--- config.mk ---
export PLATFORM = sky130hd
export DESIGN_NAME = mac_cluster_seq_flat
export DESIGN_NICKNAME = d
export VERILOG_FILES = /design/src/rtl/mac_cluster_seq_if.sv /design/src/rtl/mac_cluster_seq.sv /design/src/flat_wrapper.sv
export SDC_FILE = /design/constraint.sdc
export NUM_CORES = 1
export LEC_CHECK = 0
export CAP_MARGIN = 20
export CORE_MARGIN = 1
export CORE_UTILIZATION = 50
export DETAILED_ROUTE_END_ITERATION = 16
export GPL_ROUTABILITY_DRIVEN = 1
export PLACE_DENSITY = 0.85
export SKIP_CTS_REPAIR_TIMING = 1
export SLEW_MARGIN = 40
export SYNTH_ARGS = -nofsm -noshare
export SYNTH_HDL_FRONTEND = slang
export SYNTH_SLANG_ARGS = --single-unit
--- constraint.sdc ---
create_clock -name clk -period 4.9 [get_ports clk]
set_clock_uncertainty 0.1 [all_clocks]
set_input_delay 0.98 -clock clk [delete_from_list [all_inputs] [get_ports clk]]
set_output_delay 0.98 -clock clk [all_outputs]
set_load 0.005 [all_outputs]
--- src/rtl/mac_cluster_seq_if.sv ---
// Job descriptor, operand handshake, cluster control and packed-pixel write-back of one MAC cluster.
// master: job source / cluster / downstream side; slave: the sequencer.
interface mac_cluster_seq_if #(
    parameter int DATA_WIDTH = 8,
    parameter int SUM_WIDTH  = 22,
    parameter int ADDR_WIDTH = 5,
    parameter int PACK       = 4
) ();
    logic                        in_start;
    logic [ADDR_WIDTH-1:0]       in_num_pos;
    logic [7:0]                  in_num_pass;
    logic [4:0]                  in_shift;
    logic                        in_relu;
    logic                        in_add_bias;
    logic                        in_op_valid;
    logic                        out_op_ready;
    logic                        out_cache_clear;
    logic [ADDR_WIDTH-1:0]       out_cache_rd_addr;
    logic [ADDR_WIDTH-1:0]       out_cache_wr_addr;
    logic                        out_done;
    logic                        out_relu;
    logic                        out_add_bias;
    logic signed [SUM_WIDTH-1:0] in_total_sum;
    logic [PACK*DATA_WIDTH-1:0]  out_pix_data;
    logic                        out_pix_valid;
    logic                        in_pix_ready;
    logic                        out_busy;
    logic                        out_job_done;

    modport master (
        output in_start, in_num_pos, in_num_pass, in_shift, in_relu, in_add_bias,
               in_op_valid, in_total_sum, in_pix_ready,
        input  out_op_ready, out_cache_clear, out_cache_rd_addr, out_cache_wr_addr,
               out_done, out_relu, out_add_bias, out_pix_data, out_pix_valid,
               out_busy, out_job_done
    );

    modport slave (
        input  in_start, in_num_pos, in_num_pass, in_shift, in_relu, in_add_bias,
               in_op_valid, in_total_sum, in_pix_ready,
        output out_op_ready, out_cache_clear, out_cache_rd_addr, out_cache_wr_addr,
               out_done, out_relu, out_add_bias, out_pix_data, out_pix_valid,
               out_busy, out_job_done
    );
endinterface

--- src/rtl/mac_cluster_seq.sv ---
// Sequencer for a 64-lane MAC cluster: walks passes/positions, captures last-pass sums,
// requantizes them to signed bytes and packs them into words through a 2-entry FIFO.
module mac_cluster_seq #(
    parameter int DATA_WIDTH = 8,
    parameter int SUM_WIDTH  = DATA_WIDTH*2+6,
    parameter int ADDR_WIDTH = 5,
    parameter int PACK       = 4
) (
    input  logic             clk,
    input  logic             rst,
    mac_cluster_seq_if.slave bus
);
    localparam int LANE_W = $clog2(PACK);
    localparam int WORD_W = PACK*DATA_WIDTH;
    localparam logic signed [SUM_WIDTH:0] QMAX = (SUM_WIDTH+1)'(2**(DATA_WIDTH-1) - 1);
    localparam logic signed [SUM_WIDTH:0] QMIN = ~QMAX;
    localparam logic [LANE_W-1:0] LAST_LANE = LANE_W'(PACK-1);

    typedef enum logic [2:0] {IDLE, CLEAR, RUN, FLUSH, DONE} state_t;
    state_t state_q, state_d;

    logic [ADDR_WIDTH-1:0] num_pos_q, k_q;
    logic [7:0]            num_pass_q, p_q;
    logic [4:0]            shift_q;
    logic                  relu_q, bias_q, inflight_q;
    logic [LANE_W-1:0]     lane_q, lane_d, beat_lane;
    logic [WORD_W-1:0]     pack_q, pack_d, push_word;
    logic [WORD_W-1:0]     fifo_q [2];
    logic                  wr_ptr_q, rd_ptr_q;
    logic [1:0]            count_q, count_d;
    logic [2:0]            words_ahead;
    logic                  start, last_pass, last_beat, stall, issue, push, pop;
    logic signed [SUM_WIDTH:0] sum_ext, rnd, shifted;
    logic [DATA_WIDTH-1:0] q8;

    assign start     = (state_q == IDLE) && bus.in_start;
    assign last_pass = (p_q == num_pass_q);
    assign last_beat = last_pass && (k_q == num_pos_q);

    // A word-completing beat may only issue if its word is guaranteed a FIFO slot.
    assign beat_lane   = lane_q + LANE_W'(inflight_q);
    assign words_ahead = 3'(count_q) + 3'(inflight_q && (lane_q == LAST_LANE));
    assign stall       = last_pass && (beat_lane == LAST_LANE) && (words_ahead >= 3'd2);
    assign issue       = (state_q == RUN) && bus.in_op_valid && !stall;

    always_ff @(posedge clk) begin
        if (rst) state_q <= IDLE;
        else     state_q <= state_d;
    end

    always_comb begin
        state_d = state_q;
        unique case (state_q)
            IDLE:    if (bus.in_start) state_d = CLEAR;
            CLEAR:   state_d = RUN;
            RUN:     if (issue && last_beat) state_d = FLUSH;
            FLUSH:   if (!inflight_q && (lane_q == '0) && (count_d == '0)) state_d = DONE;
            DONE:    state_d = IDLE;
            default: state_d = IDLE;
        endcase
    end

    always_comb begin
        bus.out_busy          = (state_q != IDLE);
        bus.out_cache_clear   = (state_q == CLEAR);
        bus.out_job_done      = (state_q == DONE);
        bus.out_op_ready      = issue;
        bus.out_cache_rd_addr = k_q;
        bus.out_cache_wr_addr = k_q;
        bus.out_add_bias      = issue && bias_q && (p_q == '0);
        bus.out_done          = issue && last_pass;
        bus.out_relu          = issue && relu_q && last_pass;
    end

    always_comb begin
        sum_ext = {bus.in_total_sum[SUM_WIDTH-1], bus.in_total_sum};
        rnd     = '0;
        if (shift_q != '0) rnd = (SUM_WIDTH+1)'(1) <<< (shift_q - 5'd1);
        shifted = (sum_ext + rnd) >>> shift_q;
        if (shifted > QMAX)      q8 = QMAX[DATA_WIDTH-1:0];
        else if (shifted < QMIN) q8 = QMIN[DATA_WIDTH-1:0];
        else                     q8 = shifted[DATA_WIDTH-1:0];
    end

    assign bus.out_pix_valid = (count_q != '0);
    assign bus.out_pix_data  = bus.out_pix_valid ? fifo_q[rd_ptr_q] : '0;
    assign pop               = bus.out_pix_valid && bus.in_pix_ready;

    // Partial words are only flushed once the FIFO has room, since they bypass the stall rule.
    always_comb begin
        push      = 1'b0;
        push_word = '0;
        lane_d    = lane_q;
        pack_d    = pack_q;
        if (inflight_q) begin
            pack_d[lane_q*DATA_WIDTH +: DATA_WIDTH] = q8;
            if (lane_q == LAST_LANE) begin
                push      = 1'b1;
                push_word = pack_d;
                pack_d    = '0;
                lane_d    = '0;
            end else begin
                lane_d = lane_q + LANE_W'(1);
            end
        end else if ((state_q == FLUSH) && (lane_q != '0) && ((count_q != 2'd2) || pop)) begin
            push      = 1'b1;
            push_word = pack_q;
            pack_d    = '0;
            lane_d    = '0;
        end
        count_d = count_q + 2'(push) - 2'(pop);
    end

    always_ff @(posedge clk) begin
        if (rst) begin
            num_pos_q  <= '0;
            num_pass_q <= '0;
            shift_q    <= '0;
            relu_q     <= 1'b0;
            bias_q     <= 1'b0;
            k_q        <= '0;
            p_q        <= '0;
            inflight_q <= 1'b0;
            lane_q     <= '0;
            pack_q     <= '0;
            count_q    <= '0;
            wr_ptr_q   <= 1'b0;
            rd_ptr_q   <= 1'b0;
        end else begin
            if (start) begin
                num_pos_q  <= bus.in_num_pos;
                num_pass_q <= bus.in_num_pass;
                shift_q    <= bus.in_shift;
                relu_q     <= bus.in_relu;
                bias_q     <= bus.in_add_bias;
                k_q        <= '0;
                p_q        <= '0;
            end else if (issue) begin
                if (k_q == num_pos_q) begin
                    k_q <= '0;
                    p_q <= p_q + 8'd1;
                end else begin
                    k_q <= k_q + ADDR_WIDTH'(1);
                end
            end
            inflight_q <= issue && last_pass;
            lane_q     <= lane_d;
            pack_q     <= pack_d;
            count_q    <= count_d;
            if (push) wr_ptr_q <= ~wr_ptr_q;
            if (pop)  rd_ptr_q <= ~rd_ptr_q;
        end
    end

    always_ff @(posedge clk) begin
        if (push) fifo_q[wr_ptr_q] <= push_word;
    end
endmodule
--- src/flat_wrapper.sv ---
// flat-port wrapper written by rule: the top's interface ports become plain ports
module mac_cluster_seq_flat 
#(
    parameter int DATA_WIDTH = 8,
    parameter int SUM_WIDTH  = DATA_WIDTH*2+6,
    parameter int ADDR_WIDTH = 5,
    parameter int PACK       = 4
)
  (clk, rst, bus_in_start, bus_in_num_pos, bus_in_num_pass, bus_in_shift, bus_in_relu, bus_in_add_bias, bus_in_op_valid, bus_in_total_sum, bus_in_pix_ready, bus_out_op_ready, bus_out_cache_clear, bus_out_cache_rd_addr, bus_out_cache_wr_addr, bus_out_done, bus_out_relu, bus_out_add_bias, bus_out_pix_data, bus_out_pix_valid, bus_out_busy, bus_out_job_done);
  mac_cluster_seq_if #(.DATA_WIDTH(DATA_WIDTH), .SUM_WIDTH(SUM_WIDTH), .ADDR_WIDTH(ADDR_WIDTH), .PACK(PACK)) bus_i ();
  input  logic clk;
  input  logic rst;
  input wire logic [$bits(bus_i.in_start)-1:0] bus_in_start;
  input wire logic [$bits(bus_i.in_num_pos)-1:0] bus_in_num_pos;
  input wire logic [$bits(bus_i.in_num_pass)-1:0] bus_in_num_pass;
  input wire logic [$bits(bus_i.in_shift)-1:0] bus_in_shift;
  input wire logic [$bits(bus_i.in_relu)-1:0] bus_in_relu;
  input wire logic [$bits(bus_i.in_add_bias)-1:0] bus_in_add_bias;
  input wire logic [$bits(bus_i.in_op_valid)-1:0] bus_in_op_valid;
  input wire logic [$bits(bus_i.in_total_sum)-1:0] bus_in_total_sum;
  input wire logic [$bits(bus_i.in_pix_ready)-1:0] bus_in_pix_ready;
  output wire logic [$bits(bus_i.out_op_ready)-1:0] bus_out_op_ready;
  output wire logic [$bits(bus_i.out_cache_clear)-1:0] bus_out_cache_clear;
  output wire logic [$bits(bus_i.out_cache_rd_addr)-1:0] bus_out_cache_rd_addr;
  output wire logic [$bits(bus_i.out_cache_wr_addr)-1:0] bus_out_cache_wr_addr;
  output wire logic [$bits(bus_i.out_done)-1:0] bus_out_done;
  output wire logic [$bits(bus_i.out_relu)-1:0] bus_out_relu;
  output wire logic [$bits(bus_i.out_add_bias)-1:0] bus_out_add_bias;
  output wire logic [$bits(bus_i.out_pix_data)-1:0] bus_out_pix_data;
  output wire logic [$bits(bus_i.out_pix_valid)-1:0] bus_out_pix_valid;
  output wire logic [$bits(bus_i.out_busy)-1:0] bus_out_busy;
  output wire logic [$bits(bus_i.out_job_done)-1:0] bus_out_job_done;
  assign bus_i.in_start = bus_in_start;
  assign bus_i.in_num_pos = bus_in_num_pos;
  assign bus_i.in_num_pass = bus_in_num_pass;
  assign bus_i.in_shift = bus_in_shift;
  assign bus_i.in_relu = bus_in_relu;
  assign bus_i.in_add_bias = bus_in_add_bias;
  assign bus_i.in_op_valid = bus_in_op_valid;
  assign bus_i.in_total_sum = bus_in_total_sum;
  assign bus_i.in_pix_ready = bus_in_pix_ready;
  assign bus_out_op_ready = bus_i.out_op_ready;
  assign bus_out_cache_clear = bus_i.out_cache_clear;
  assign bus_out_cache_rd_addr = bus_i.out_cache_rd_addr;
  assign bus_out_cache_wr_addr = bus_i.out_cache_wr_addr;
  assign bus_out_done = bus_i.out_done;
  assign bus_out_relu = bus_i.out_relu;
  assign bus_out_add_bias = bus_i.out_add_bias;
  assign bus_out_pix_data = bus_i.out_pix_data;
  assign bus_out_pix_valid = bus_i.out_pix_valid;
  assign bus_out_busy = bus_i.out_busy;
  assign bus_out_job_done = bus_i.out_job_done;
  mac_cluster_seq #(.DATA_WIDTH(DATA_WIDTH), .SUM_WIDTH(SUM_WIDTH), .ADDR_WIDTH(ADDR_WIDTH), .PACK(PACK)) u_core (.clk(clk), .rst(rst), .bus(bus_i));
endmodule
# After elaboration in Yosys (flattened, before gate mapping)

Memory sizes are Yosys's and may differ from the RTL's. A register that Yosys moved wholly into a read port is not among the register bits.
Index checks and enable logic that the tools add are counted.

Output and inout bits: 50
Memories kept: 1
Flip-flop bits (word level): 75
Bits in writable memories: 64
Bits of input ports: 47

Memory list:

| name          | depth | width | read ports | clocked after Yosys merged registers in | write ports | line                  | RTL |
|---|---|---|---|---|---|---|---|
| u_core.fifo_q | 2     | 32    | 1          | 1                                       | 1           | mac_cluster_seq.sv:28 | `logic [WORD_W-1:0] fifo_q [2];` |

Bitwise operators: 2
Multiplexer cells: 26
Reduce and logical (&&, ||, !) cells: 33
Order comparisons: 3
Add/sub/neg operators: 10
Equal/unequal tests: 12
Shifts and indexed selects: 4

Operator list:

| operator                                                       | count |
|---|---|
| 2-to-1 mux 32 bit                                              | 7 |
| negation 5 -> 34 bit                                           | 1 |
| variable shift 8 x 34 -> 32 bit, first input constant          | 1 |
| variable part select 8 x 34 -> 32 bit                          | 1 |
| bitwise mux 32 bit                                             | 1 |
| adder 22 x 23 -> 23 bit                                        | 1 |
| greater-than comparator 23 x 8 -> 1 bit, second input constant | 1 |
| less-than comparator 23 x 8 -> 1 bit, second input constant    | 1 |
| 2-to-1 mux 23 bit                                              | 1 |
| <<< shifter 2 x 5 -> 23 bit, first input constant              | 1 |
| >>> shifter 23 x 5 -> 23 bit                                   | 1 |
| logical AND 1 bit                                              | 18 |
| 2-to-1 mux 8 bit                                               | 2 |
| case mux 3 bit (4 select lines)                                | 1 |
| 2-to-1 mux 3 bit                                               | 3 |
| adder 8 x 1 -> 8 bit, second input constant                    | 1 |
| == test 8 bit                                                  | 1 |
| zero test 8 bit                                                | 1 |
| 2-to-1 mux 1 bit                                               | 7 |
| == test 3 x 2 -> 1 bit, second input constant                  | 2 |
| 2-to-1 mux 2 bit                                               | 3 |
| inequality test 2 bit, second input constant                   | 3 |
| nonzero test 2 bit                                             | 3 |
| adder 5 x 1 -> 5 bit, second input constant                    | 1 |
| 22 further kinds                                               | 27 |

# Longest topological paths before layout

Word-level depth: 12
Mapped depth: 20
Depth with buffers taken out: 16

# Worst setup path after synthesis

Ideal clock, no wire load.

Path kind: register to register
Start point: register u_core.shift_q[1]
End point: memory u_core.fifo_q[0][12] (netlist bit) (data pin)
Setup slack: -0.101 ns
Period minus slack after synthesis: 5.001 ns
Cell stages (with the launch flop): 19
Data required time: 4.518 ns
Buffers on the path: 2
Data arrival time: 4.619 ns
Path through: dfxtp_1 -> clkbuf_1 -> inv_1 -> nand2_1 -> clkbuf_1 -> nor2_1 -> ha_1 -> fa_1 -> a211oi_2 -> o211ai_1 -> and4_1 -> o211ai_1 -> o211ai_1 -> a32oi_1 -> nand3_1 -> or3_1 -> nand3b_1 -> nor4_4 -> o31ai_1

Cells in the longest elaborated chain, start to end: 12

RTL lines:

| item                                    | line                   | RTL |
|---|---|---|
| start, declared                         | mac_cluster_seq.sv:24  | `logic [4:0] shift_q;` |
| start signal, assigned                  | mac_cluster_seq.sv:133 | `shift_q <= bus.in_shift;` |
| subtractor 5 x 1 -> 5 bit               | mac_cluster_seq.sv:78  | `if (shift_q != '0) rnd = (SUM_WIDTH+1)'(1) <<< (shift_q - 5'd1);` |
| <<< shifter 2 x 5 -> 23 bit             | mac_cluster_seq.sv:78  |  |
| 2-to-1 mux 23 bit                       | mac_cluster_seq.sv:78  |  |
| adder 22 x 23 -> 23 bit                 | mac_cluster_seq.sv:79  | `shifted = (sum_ext + rnd) >>> shift_q;` |
| >>> shifter 23 x 5 -> 23 bit *          | mac_cluster_seq.sv:79  |  |
| less-than comparator 23 x 8 -> 1 bit    | mac_cluster_seq.sv:81  | `else if (shifted < QMIN) q8 = QMIN[DATA_WIDTH-1:0];` |
| 2-to-1 mux 8 bit                        | mac_cluster_seq.sv:81  |  |
| 2-to-1 mux 8 bit *                      | mac_cluster_seq.sv:80  | `if (shifted > QMAX) q8 = QMAX[DATA_WIDTH-1:0];` |
| variable part select 8 x 34 -> 32 bit * | mac_cluster_seq.sv:96  | `pack_d[lane_q*DATA_WIDTH +: DATA_WIDTH] = q8;` |
| bitwise mux 32 bit *                    | mac_cluster_seq.sv:96  |  |
| 2-to-1 mux 32 bit *                     | mac_cluster_seq.sv:97  | `if (lane_q == LAST_LANE) begin` |
| 2-to-1 mux 32 bit *                     | mac_cluster_seq.sv:95  | `if (inflight_q) begin` |
| via u_core.push_word[12]                | mac_cluster_seq.sv:27  | `logic [WORD_W-1:0] pack_q, pack_d, push_word;` |
| end, declared                           | mac_cluster_seq.sv:28  |  |

The timed path passes the listed nets; every way through them passes the cells marked *.

# Worst setup path in the final report

Start point: input bus_in_total_sum[13]
End point: register u_core.pack_q[6]

Cells in the longest elaborated chain, start to end: 9

RTL lines:

| item                                    | line                   | RTL |
|---|---|---|
| start, declared                         | flat_wrapper.sv:20     | `input wire logic [$bits(bus_i.in_total_sum)-1:0] bus_in_total_sum;` |
| adder 22 x 23 -> 23 bit *               | mac_cluster_seq.sv:79  |  |
| >>> shifter 23 x 5 -> 23 bit *          | mac_cluster_seq.sv:79  |  |
| less-than comparator 23 x 8 -> 1 bit    | mac_cluster_seq.sv:81  |  |
| 2-to-1 mux 8 bit                        | mac_cluster_seq.sv:81  |  |
| 2-to-1 mux 8 bit *                      | mac_cluster_seq.sv:80  |  |
| variable part select 8 x 34 -> 32 bit * | mac_cluster_seq.sv:96  |  |
| bitwise mux 32 bit *                    | mac_cluster_seq.sv:96  |  |
| 2-to-1 mux 32 bit *                     | mac_cluster_seq.sv:97  |  |
| 2-to-1 mux 32 bit *                     | mac_cluster_seq.sv:95  |  |
| end signal, assigned                    | mac_cluster_seq.sv:148 | `pack_q <= pack_d;` |
| end, declared                           | mac_cluster_seq.sv:27  |  |

Every way passes the cells marked *; elsewhere a longest branch is shown, timed or not.
A chain may end at the register's enable or synchronous reset.

==> flow_summary.ini <==
[clock_tree]
clk_path_buf_depth = 2
path_clk_slew_ps = 60
cts_sinks = 140
numCtsBuffers = 17
worst_skew_pair.late_latency_ps = 420
cts_tree = yes
cts_root_buf = clkbuf_16
htree_levels = 4

[route]
vias = 10700
drtIter0Drc = 1151
wl_met2_um = 17100
routed-wl-met3_um = 3150
avgViaCountPerCell = 6.33
routedWlPerCell_um = 20.8
drt-total-wl_um = 35200
final_antenna_net_count = 0
met1_length_um = 13700
topRoutingLayerUsed = met4
route.detailed.drc = 0
firstDrtPassIters = 6

[global_route]
grt_antenna_before_repair = 0
grt_pass1_wl_um = 50000
grt_pass1_vias = 9626
gr-total-overflow = 0
grt_max_degree = 42
grt_use_total_pct = 31.6

[synth]
yosys.area.top_type = edfxtp_1
synthCells = 1126
ys_warn_count = 0
yosysTopAreaCellShare_pct = 19.6
seq_area_frac_synth_pct = 35.1
synth-edff-count = 64
synth_fp_nets = 1208
synth_area_leaders = edfxtp_1 20%, dfxtp_1 15%, nand2_1 6.5%
syn_area_um2 = 9820
ys_ff_latch = 140
async_reset_ff_share_pct = 0
ys_types = 92
syn_area_per_cell_um2 = 8.72
synthFlopType = dfxtp_1

[layout]
final-seq-area_um2 = 3460
finalInstanceArea_um2 = 14300
fillers = 1286
multi_input_area_um2 = 6860
final_cells = 1694
layout-drive-gt1-share_pct = 31.4
area_growth_pct = 45.2
fin_nets = 1504
fin_util_pct = 75.2
diodes = 0

[timing]
slew_violations = 0
setup_ws_ps = -146
maxSlewHeadroom_pct = 40.5
setup_viol = 37
whs_ps = 359
hold_viol = 0
clock.fmax_mhz = 198
period_needed_ps = 5050
fin_crit_sh_pct = 103
tightest_slew_ps = 887

[status]
failed_checks = negative setup slack
status = complete, but fails checks

[critical_path]
end_kind = register
r2r_start = u_core.shift_q[1]
r2r_end = u_core.pack_q[6]
reg2reg_depth = 20
cp-startpoint = bus_in_total_sum[13]
worstPathMaxFanout = 7
arrival_ps = 5230
regToRegSetupSlack_ps = -60
cp.required_ps = 5080
crit_type = input port to register
start_kind = input port

[placed_design]
post-place-ws_ps = -823
gp_congestion = 0.961
portBuffers = 96
placed_cells = 1630
hpwl_um = 23100
placed_area_um2 = 12400

[worst_hold_path]
worstHoldStart = u_core.relu_q
holdPathEnd = u_core.relu_q
min_path_cells = 2
worst_hold_path_type = register to register

[floorplanning]
start_util_pct = 51.8
die_w_um = 142
dieArea_um2 = 20200
num_rows = 50
core_um2 = 19000
die_h_um = 142
num_io_pins = 97

[flow_run]
drv_cap = 0

[pwr]
power_leakage_uw = 0.00561
power.density_nw_per_um2 = 310
vdd_ir_drop_max_mv = 0.257
layout by cell type (no fill, tap or decap), types with 17 or more instances in the layout:
master | synthesis | routed
buf_4 | 10 | 232
xor2_1 | 26 | 26
o21ai_0 | 26 | 19
o211ai_1 | 17 | 17
nor3_1 | 23 | 20
nand3_1 | 25 | 24
clkbuf_16 | 0 | 17
inv_1 | 21 | 21
clkdlybuf4s50_1 | 0 | 81
ha_1 | 34 | 17
a21oi_1 | 61 | 50
o41ai_2 | 1 | 25
mux2i_1 | 44 | 42
nand2_1 | 171 | 163
edfxtp_1 | 64 | 64
nor2_1 | 148 | 133
dfxtp_1 | 76 | 70
metal layers:
layer	vias up	global-route usage, %
met5	-	0
met4	0	11.8
met3	119	5.82
met2	684	52.6
met1	5091	40.7
li1	4825	-
metrics by stage:
| step | total power, µW | setup TNS, ps |
|---|---|---|
| 2_1_floorplan | 2200 | 0 |
| 3_3_place_gp | 2950 | -48610 |
| 3_5_place_dp | 2970 | -58290 |
| 4_1_cts | 4270 | -23790 |
| 5_1_grt | 4610 | -6520 |
| 6_report | 4420 | -1870 |
layout make-up:
cell class,count,share of cell area [%]
clock buffers,18,3.01
clock inverters,13,1.18
inverters,22,0.579
multi-input cells,899,48.1
flip-flops and latches,140,24.2
well taps,260,2.28
repair buffers,342,20.6
critical path, cell delays in order:
cell	delay [ps]
clkdlybuf4s50_1	440
ha_4	320
buf_4	160
nand4_4	120
buf_12	150
or3_1	360
o211ai_1	330
buf_4	190
a21oi_1	70
buf_4	130
a221o_1	280
nor4_1	290
nand4b_1	200
a21oi_2	180
buf_4	230
a21oi_4	150
buf_4	180
o41ai_1	450
state kept, by name (all words and copies together) (netlist names), named ones only:
name	flops
u_core.num_pos_q	5
u_core.num_pass_q	8
u_core.shift_q	5
u_core.count_q	2
u_core.state_q	3
u_core.bus.out_cache_rd_addr	5
u_core.rd_ptr_q	1
u_core.p_q	8
u_core.lane_q	2
u_core.wr_ptr_q	1
u_core.pack_q	32
u_core.relu_q	1
u_core.bias_q	1
u_core.fifo_q	64
u_core.inflight_q	1
Yosys cell counts, types with 16 or more instances:
cell	number
o21ai_0	26
inv_1	21
a21oi_1	61
xor2_1	26
o211ai_1	17
o31ai_1	19
dfxtp_1	76
nand3_1	25
xnor2_1	16
mux2i_1	44
clkbuf_1	38
nor3_1	23
nand2_1	171
nor2_1	148
ha_1	34
nand4_1	16
o41ai_1	40
edfxtp_1	64
cell families (layout without fill, tap and decap cells):
logic type | Yosys count | in the layout | synth area share (%)
multiplexers | 53 | 53 | 6.20
AO/OA/AOI/OAI | 295 | 298 | 22.5
AND/OR/NAND/NOR | 470 | 470 | 23.3
buffers and inverters | 90 | 395 | 4.45
XOR/XNOR | 43 | 43 | 3.91
flip-flops | 140 | 140 | 35.1
adder cells (fa/ha/maj) | 35 | 35 | 4.53
power breakdown:
group,internal [µW],switching [µW]
Clock,802,514
Combinational,856,901
Sequential,1260,88.4
worst max path at each step:
stage                      endpoint  cells after the start
2_1_floorplan   u_core.fifo_q[0][0]                     20
3_3_place_gp   u_core.fifo_q[0][11]                     16
3_5_place_dp   u_core.fifo_q[1][30]                     17
4_1_cts        u_core.fifo_q[0][30]                     16
5_1_grt            u_core.pack_q[6]                     18
6_report           u_core.pack_q[6]                     18
Note: power is estimated with default switching activity, not from simulation.
